<file path="src/rtl/riscv_pkg.sv">
// Shared RISC-V constants and the {pc, inst} record passed from fetch to decode.
package riscv_pkg;
    localparam int XLEN = 32;
    localparam int ILEN = 32;
    localparam logic [ILEN-1:0] NOP_INST = 32'h0000_0013;

    typedef struct packed {
        logic [XLEN-1:0] pc;
        logic [ILEN-1:0] inst;
    } fetch_entry_t;
endpackage

</file>
<file path="src/rtl/fetch_fifo.sv">
// Small synchronous FIFO of fetched {pc, inst} records with a zero-latency head.
module fetch_fifo
    import riscv_pkg::*;
#(
    parameter int DEPTH = 2,
    localparam int CW = $clog2(DEPTH + 1),
    localparam int PW = (DEPTH > 1) ? $clog2(DEPTH) : 1
) (
    input  logic         clk,
    input  logic         srst,
    input  logic         push,
    input  logic         pop,
    input  logic         flush,
    input  fetch_entry_t wr_data,
    output logic [CW-1:0] count,
    output fetch_entry_t head
);
    fetch_entry_t  mem [DEPTH];
    logic [PW-1:0] rd_ptr_reg;
    logic [PW-1:0] wr_ptr_reg;
    logic [CW-1:0] count_reg;
    logic          do_push;
    logic          do_pop;
    logic          full;

    assign full    = (count_reg == CW'(DEPTH));
    assign do_pop  = pop && (count_reg != '0);
    assign do_push = push && (!full || do_pop);
    assign count   = count_reg;
    assign head    = mem[rd_ptr_reg];

    always_ff @(posedge clk) begin
        if (srst || flush) begin
            rd_ptr_reg <= '0;
            wr_ptr_reg <= '0;
            count_reg  <= '0;
        end else begin
            if (do_push) begin
                wr_ptr_reg <= (wr_ptr_reg == PW'(DEPTH - 1)) ? '0 : wr_ptr_reg + 1'b1;
            end
            if (do_pop) begin
                rd_ptr_reg <= (rd_ptr_reg == PW'(DEPTH - 1)) ? '0 : rd_ptr_reg + 1'b1;
            end
            count_reg <= count_reg + CW'(do_push) - CW'(do_pop);
        end
    end

    // Storage needs no reset: count gates every read of it.
    always_ff @(posedge clk) begin
        if (do_push) begin
            mem[wr_ptr_reg] <= wr_data;
        end
    end
endmodule

</file>
<file path="src/rtl/fetch_unit.sv">
// Instruction fetch: owns the PC, keeps up to FIFO_DEPTH reads in flight and
// hands {pc, inst} to decode; a redirect flushes and restarts at a new PC.
module fetch_unit
    import riscv_pkg::*;
#(
    parameter logic [XLEN-1:0] RESET_VECTOR = 32'h0000_0000,
    parameter int              FIFO_DEPTH   = 2
) (
    input  logic            i_clk,
    input  logic            i_rst,
    output logic            o_imem_req,
    output logic [XLEN-1:0] o_imem_addr,
    input  logic            i_imem_ack,
    input  logic            i_imem_rvalid,
    input  logic [ILEN-1:0] i_imem_rdata,
    input  logic            i_redirect,
    input  logic [XLEN-1:0] i_redirect_pc,
    output logic            o_inst_valid,
    output logic [ILEN-1:0] o_inst,
    output logic [XLEN-1:0] o_inst_pc,
    input  logic            i_inst_ready
);
    localparam int CW = $clog2(FIFO_DEPTH + 1);
    localparam int OW = CW + 1;
    localparam int PW = (FIFO_DEPTH > 1) ? $clog2(FIFO_DEPTH) : 1;
    localparam logic [XLEN-1:0] RESET_PC = RESET_VECTOR & ~XLEN'(3);

    logic [XLEN-1:0] pc_reg;
    logic [CW-1:0]   outstanding_reg;
    logic [CW-1:0]   discard_reg;
    logic [XLEN-1:0] pcq_reg [FIFO_DEPTH];
    logic [PW-1:0]   pcq_rd_reg;
    logic [PW-1:0]   pcq_wr_reg;

    logic [CW-1:0]   fifo_count;
    fetch_entry_t    fifo_head;
    fetch_entry_t    fifo_wr_data;
    logic [OW-1:0]   occupancy;
    logic [XLEN-1:0] redirect_pc;
    logic            transfer;
    logic            drop_resp;
    logic            fifo_push;
    logic            fifo_pop;

    // Every in-flight request holds a buffer slot, so a response always fits.
    assign occupancy   = OW'(outstanding_reg) + OW'(fifo_count);
    assign o_imem_req  = !i_rst && !i_redirect && (occupancy < OW'(FIFO_DEPTH));
    assign o_imem_addr = pc_reg;
    assign transfer    = o_imem_req && i_imem_ack;
    assign redirect_pc = i_redirect_pc & ~XLEN'(3);

    assign drop_resp    = (discard_reg != '0);
    assign fifo_push    = i_imem_rvalid && !drop_resp && !i_redirect;
    assign fifo_pop     = o_inst_valid && i_inst_ready && !i_redirect;
    assign fifo_wr_data = '{pc: pcq_reg[pcq_rd_reg], inst: i_imem_rdata};

    assign o_inst_valid = !i_rst && (fifo_count != '0);
    assign o_inst       = o_inst_valid ? fifo_head.inst : NOP_INST;
    assign o_inst_pc    = o_inst_valid ? fifo_head.pc : '0;

    fetch_fifo #(
        .DEPTH (FIFO_DEPTH)
    ) u_fifo (
        .clk     (i_clk),
        .srst    (i_rst),
        .push    (fifo_push),
        .pop     (fifo_pop),
        .flush   (i_redirect),
        .wr_data (fifo_wr_data),
        .count   (fifo_count),
        .head    (fifo_head)
    );

    always_ff @(posedge i_clk) begin
        if (i_rst) begin
            pc_reg          <= RESET_PC;
            outstanding_reg <= '0;
            discard_reg     <= '0;
            pcq_rd_reg      <= '0;
            pcq_wr_reg      <= '0;
        end else begin
            outstanding_reg <= outstanding_reg + CW'(transfer) - CW'(i_imem_rvalid);
            if (transfer) begin
                pcq_wr_reg <= (pcq_wr_reg == PW'(FIFO_DEPTH - 1)) ? '0 : pcq_wr_reg + 1'b1;
            end
            if (i_imem_rvalid) begin
                pcq_rd_reg <= (pcq_rd_reg == PW'(FIFO_DEPTH - 1)) ? '0 : pcq_rd_reg + 1'b1;
            end
            if (i_redirect) begin
                pc_reg      <= redirect_pc;
                // Everything still in flight after this cycle is stale, including
                // requests already marked for discard by an earlier redirect.
                discard_reg <= outstanding_reg - CW'(i_imem_rvalid);
            end else begin
                if (transfer) begin
                    pc_reg <= pc_reg + XLEN'(4);
                end
                if (i_imem_rvalid && drop_resp) begin
                    discard_reg <= discard_reg - CW'(1);
                end
            end
        end
    end

    always_ff @(posedge i_clk) begin
        if (transfer) begin
            pcq_reg[pcq_wr_reg] <= pc_reg;
        end
    end
endmodule

</file>
<file path="config.mk">
export PLATFORM = sky130hd
export DESIGN_NAME = fetch_unit
export DESIGN_NICKNAME = d
export VERILOG_FILES = /design/src/rtl/riscv_pkg.sv /design/src/rtl/fetch_fifo.sv /design/src/rtl/fetch_unit.sv
export SDC_FILE = /design/constraint.sdc
export NUM_CORES = 1
export LEC_CHECK = 0
export BUFFER_PORTS_ARGS = -buffer_cell sky130_fd_sc_hd__clkbuf_2
export CORE_MARGIN = 2
export CORE_UTILIZATION = 55
export DETAILED_ROUTE_END_ITERATION = 10
export PLACE_DENSITY = 0.8
export SLEW_MARGIN = 15
export SYNTH_ARGS = -nofsm -noshare
export SYNTH_HDL_FRONTEND = slang
export SYNTH_SLANG_ARGS = --single-unit
</file>
<file path="constraint.sdc">
create_clock -name i_clk -period 8 [get_ports i_clk]
set_clock_uncertainty 0.15 [all_clocks]
set_input_delay 1.6 -clock i_clk [delete_from_list [all_inputs] [get_ports i_clk]]
set_output_delay 1.6 -clock i_clk [all_outputs]
set_load 0.02 [all_outputs]
</file>
==> flow_summary_export.csv <==
group,metric,value,unit
synth,yosysWarnings,0,
clocking,clock-sinks,226,
global_routing,grt_pass1_wl,29600,µm
synth,synth_seq_cells,226,
placement,dpl_cell_area,0.0102,mm²
global_routing,grt_pass1_vias,5778,
synth,synthCells,650,
setup_path,worstSetupPathType,"primary input to output pin",
clocking,ctsHtreeMaxLevel,1,
route,wire_per_inst,17.7,µm
sta,timing_hold_violations_final,0,
placement,port-buffer-count,161,
global_routing,track_usage,0.210,
route,drt-initial-drc-count,320,
global_routing,grt_max_degree,63,
clocking,clk_pin_slew_worst_paths,0.06,ns
setup_path,cp_slowest_cell,"clkbuf_2",
synth,ys_seq_area_frac,0.691,
route,dr.pass1.iters,5,
sta,finalSetupViolations,0,
floorplanning,io_pins,168,
min_path,hold_class,"flop to flop",
clocking,cts.repair.resized,0,
setup_path,path_max_fanout,60,
floorplanning,die_area,0.0178,mm²
clocking,clock_path_buffers,3,
sta,tns,0,ns
setup_path,worst-path-stages,7,
placement,gp_congestion,0.847,
setup_path,critPathLaunchType,"primary input",
final_layout,largest_register_ff_count,124,
setup_path,arrival,3.64,ns
final_layout,finalInstanceArea,0.0110,mm²
final_layout,post-route-util,0.665,
power_and_ir_drop,p_per_area,233,mW/mm²
synth,yosys.area.top_type,"edfxtp_1",
final_layout,final_common_cell,"edfxtp_1",
min_path,min_path_cells,2,
synth,synth.top_cells.by_area,"edfxtp_1 (60%), dfxtp_1 (9.1%), mux2i_1 (7.3%), nor2_1 (3.8%), mux2_2 (3.7%)",
sta,holdWs,0.363,ns
sta,fmax,0.186,GHz
setup_path,r2r_cells,7,
final_layout,drive_gt1_frac,0.298,
power_and_ir_drop,p_leak,3.99,nW
run,cap_violations,0,
final_layout,mostFrequentLayoutCells,"edfxtp_1 (184), clkbuf_2 (161), nor2_1 (92), mux2i_1 (67), dfxtp_1 (41)",
setup_path,path_buf_inv,5,
final_layout,multi_input_area,0.00269,mm²
floorplanning,start_util,0.559,
floorplanning,die_x,133,µm
final_layout,nFillCells,1197,
route,drc,0,
sta,max_slew_margin,0.278,
sta,rsz0062_at_grt,"false",
setup_path,crit_required,6.25,ns
floorplanning,rows,47,
route,dr_total_vias,5759,
route,drt-vias-per-instance,5.49,
final_layout,antenna_cells,0,
global_routing,antenna_found_initial,0,
clocking,hold_buffers,0,
setup_path,cp_cell_sequence,"clkbuf_2 -> inv_1 -> o21ai_4 -> buf_4 -> inv_1 -> nand2_1 -> clkbuf_2",
run_status,status,"finished, final reports clean",
final_layout,seq_area,0.00637,mm²
synth,avgSynthCellArea,14.2,µm²
sta,maxSlewViolCount,0,
global_routing,overflow,0,
setup_path,max_stage_delay,0.56,ns
power_and_ir_drop,p_total,2.55,mW
clocking,root_buffer,"clkbuf_16",
floorplanning,die_h,133,µm
final_layout,final_nets,889,
floorplanning,core_area,0.0165,mm²
synth,synth_area,0.00921,mm²
sta,fin_crit_sh,0.673,
synth,yosysTopAreaCellShare,0.600,
route,ant_nets,0,
power_and_ir_drop,peakVddDrop,0.161,mV
setup_path,endpoint_kind,"output pin",
setup_path,crit_family,"buffers and inverters",
placement,dp_hpwl,12000,µm
sta,min_period,5.39,ns
clocking,clk_latency,0.49,ns
clocking,cts_made_buffers,22,
route,routed_wl,18500,µm
sta,tightest_slew,1.08,ns
synth,yosys.cell_types.count,51,
clocking,cts_tree,"done",
clocking,post_cts_buffers,0,
final_layout,area_growth_syn_to_layout,19.0,%
[worst paths after layout]
check	end	start	slack, ns
worst min-delay path	flop	u_fifo.rd_ptr_reg	0.36
worst max register to register	pcq_reg[0][22]	u_fifo.count[0]	4.59
worst max-delay path	o_inst[0]	i_rst	2.61
worst min register to register	flop	u_fifo.rd_ptr_reg	0.36
[worst register-to-register path, delay by kind of cell (launching register included)]
kind | cells | cell delay [ns]
fa+ha+maj | 1 | 0.47
simple gates | 4 | 1.32
flops | 1 | 0.52
buf+inv | 2 | 0.64
[power breakdown]
group	internal (mW)	switching [mW]
sequential	1.32	0.0341
combinational	0.0738	0.115
clock	0.599	0.406
total	2.00	0.555
[synthesized netlist by cell type (all sizes together)]
library cell / n
o22ai: 2
o31a: 1
xnor2: 17
mux2i: 67
dfxtp: 42
xor2: 15
nor2b: 1
nand3b: 1
inv: 9
nor3: 14
conb: 1
a22oi: 1
fa: 1
mux2: 30
a22o: 1
o21a: 3
ha: 5
clkbuf: 22
o21ai: 13
nor4: 5
or3: 1
or2: 1
nand4: 16
or3b: 1
a221oi: 1
o21ba: 1
edfxtp: 184
nor2: 93
a211oi: 12
nor3b: 2
nand3: 13
a211o: 1
a21oi: 13
nand4b: 2
o211a: 1
nand2b: 2
nand2: 29
buf: 12
and3: 10
and2: 4
[final cells by class]
type	count	share of cell area
Multi-Input combinational cell	384	0.246
Inverter	9	0.00308
Clock inverter	11	0.00937
Clock buffer	29	0.0555
Sequential cell	226	0.581
Tap cell	220	0.0251
Timing Repair Buffer	170	0.0797
[metal layers]
| metal | vias up | wire [µm] | global-route usage |
|---|---|---|---|
| li1 | 2722 | - | - |
| met3 | 29 | 1570 | 0.0430 |
| met1 | 2761 | 7830 | 0.280 |
| met5 | - | 0 | 0 |
| met4 | 0 | 305 | 0.0626 |
| met2 | 247 | 8840 | 0.353 |
[through the flow]
step                      worst slack (ns)  std cells
after floorplan                      0.758        653
after global placement                2.69       1009
after detailed placement              2.62       1009
after CTS                             2.63       1049
after global routing                  2.48       1049
final                                 2.61       1049
[cells by family after synthesis]
kind of cell,Yosys count,synth area share
flops,226,0.691
simple gates,195,0.104
mux,97,0.110
compound gates,50,0.0351
buf+inv,43,0.0201
xor+xnor,32,0.0304
fa+ha+maj,6,0.00897
other cells,1,0.000407
(Power assumes the default switching activity.)
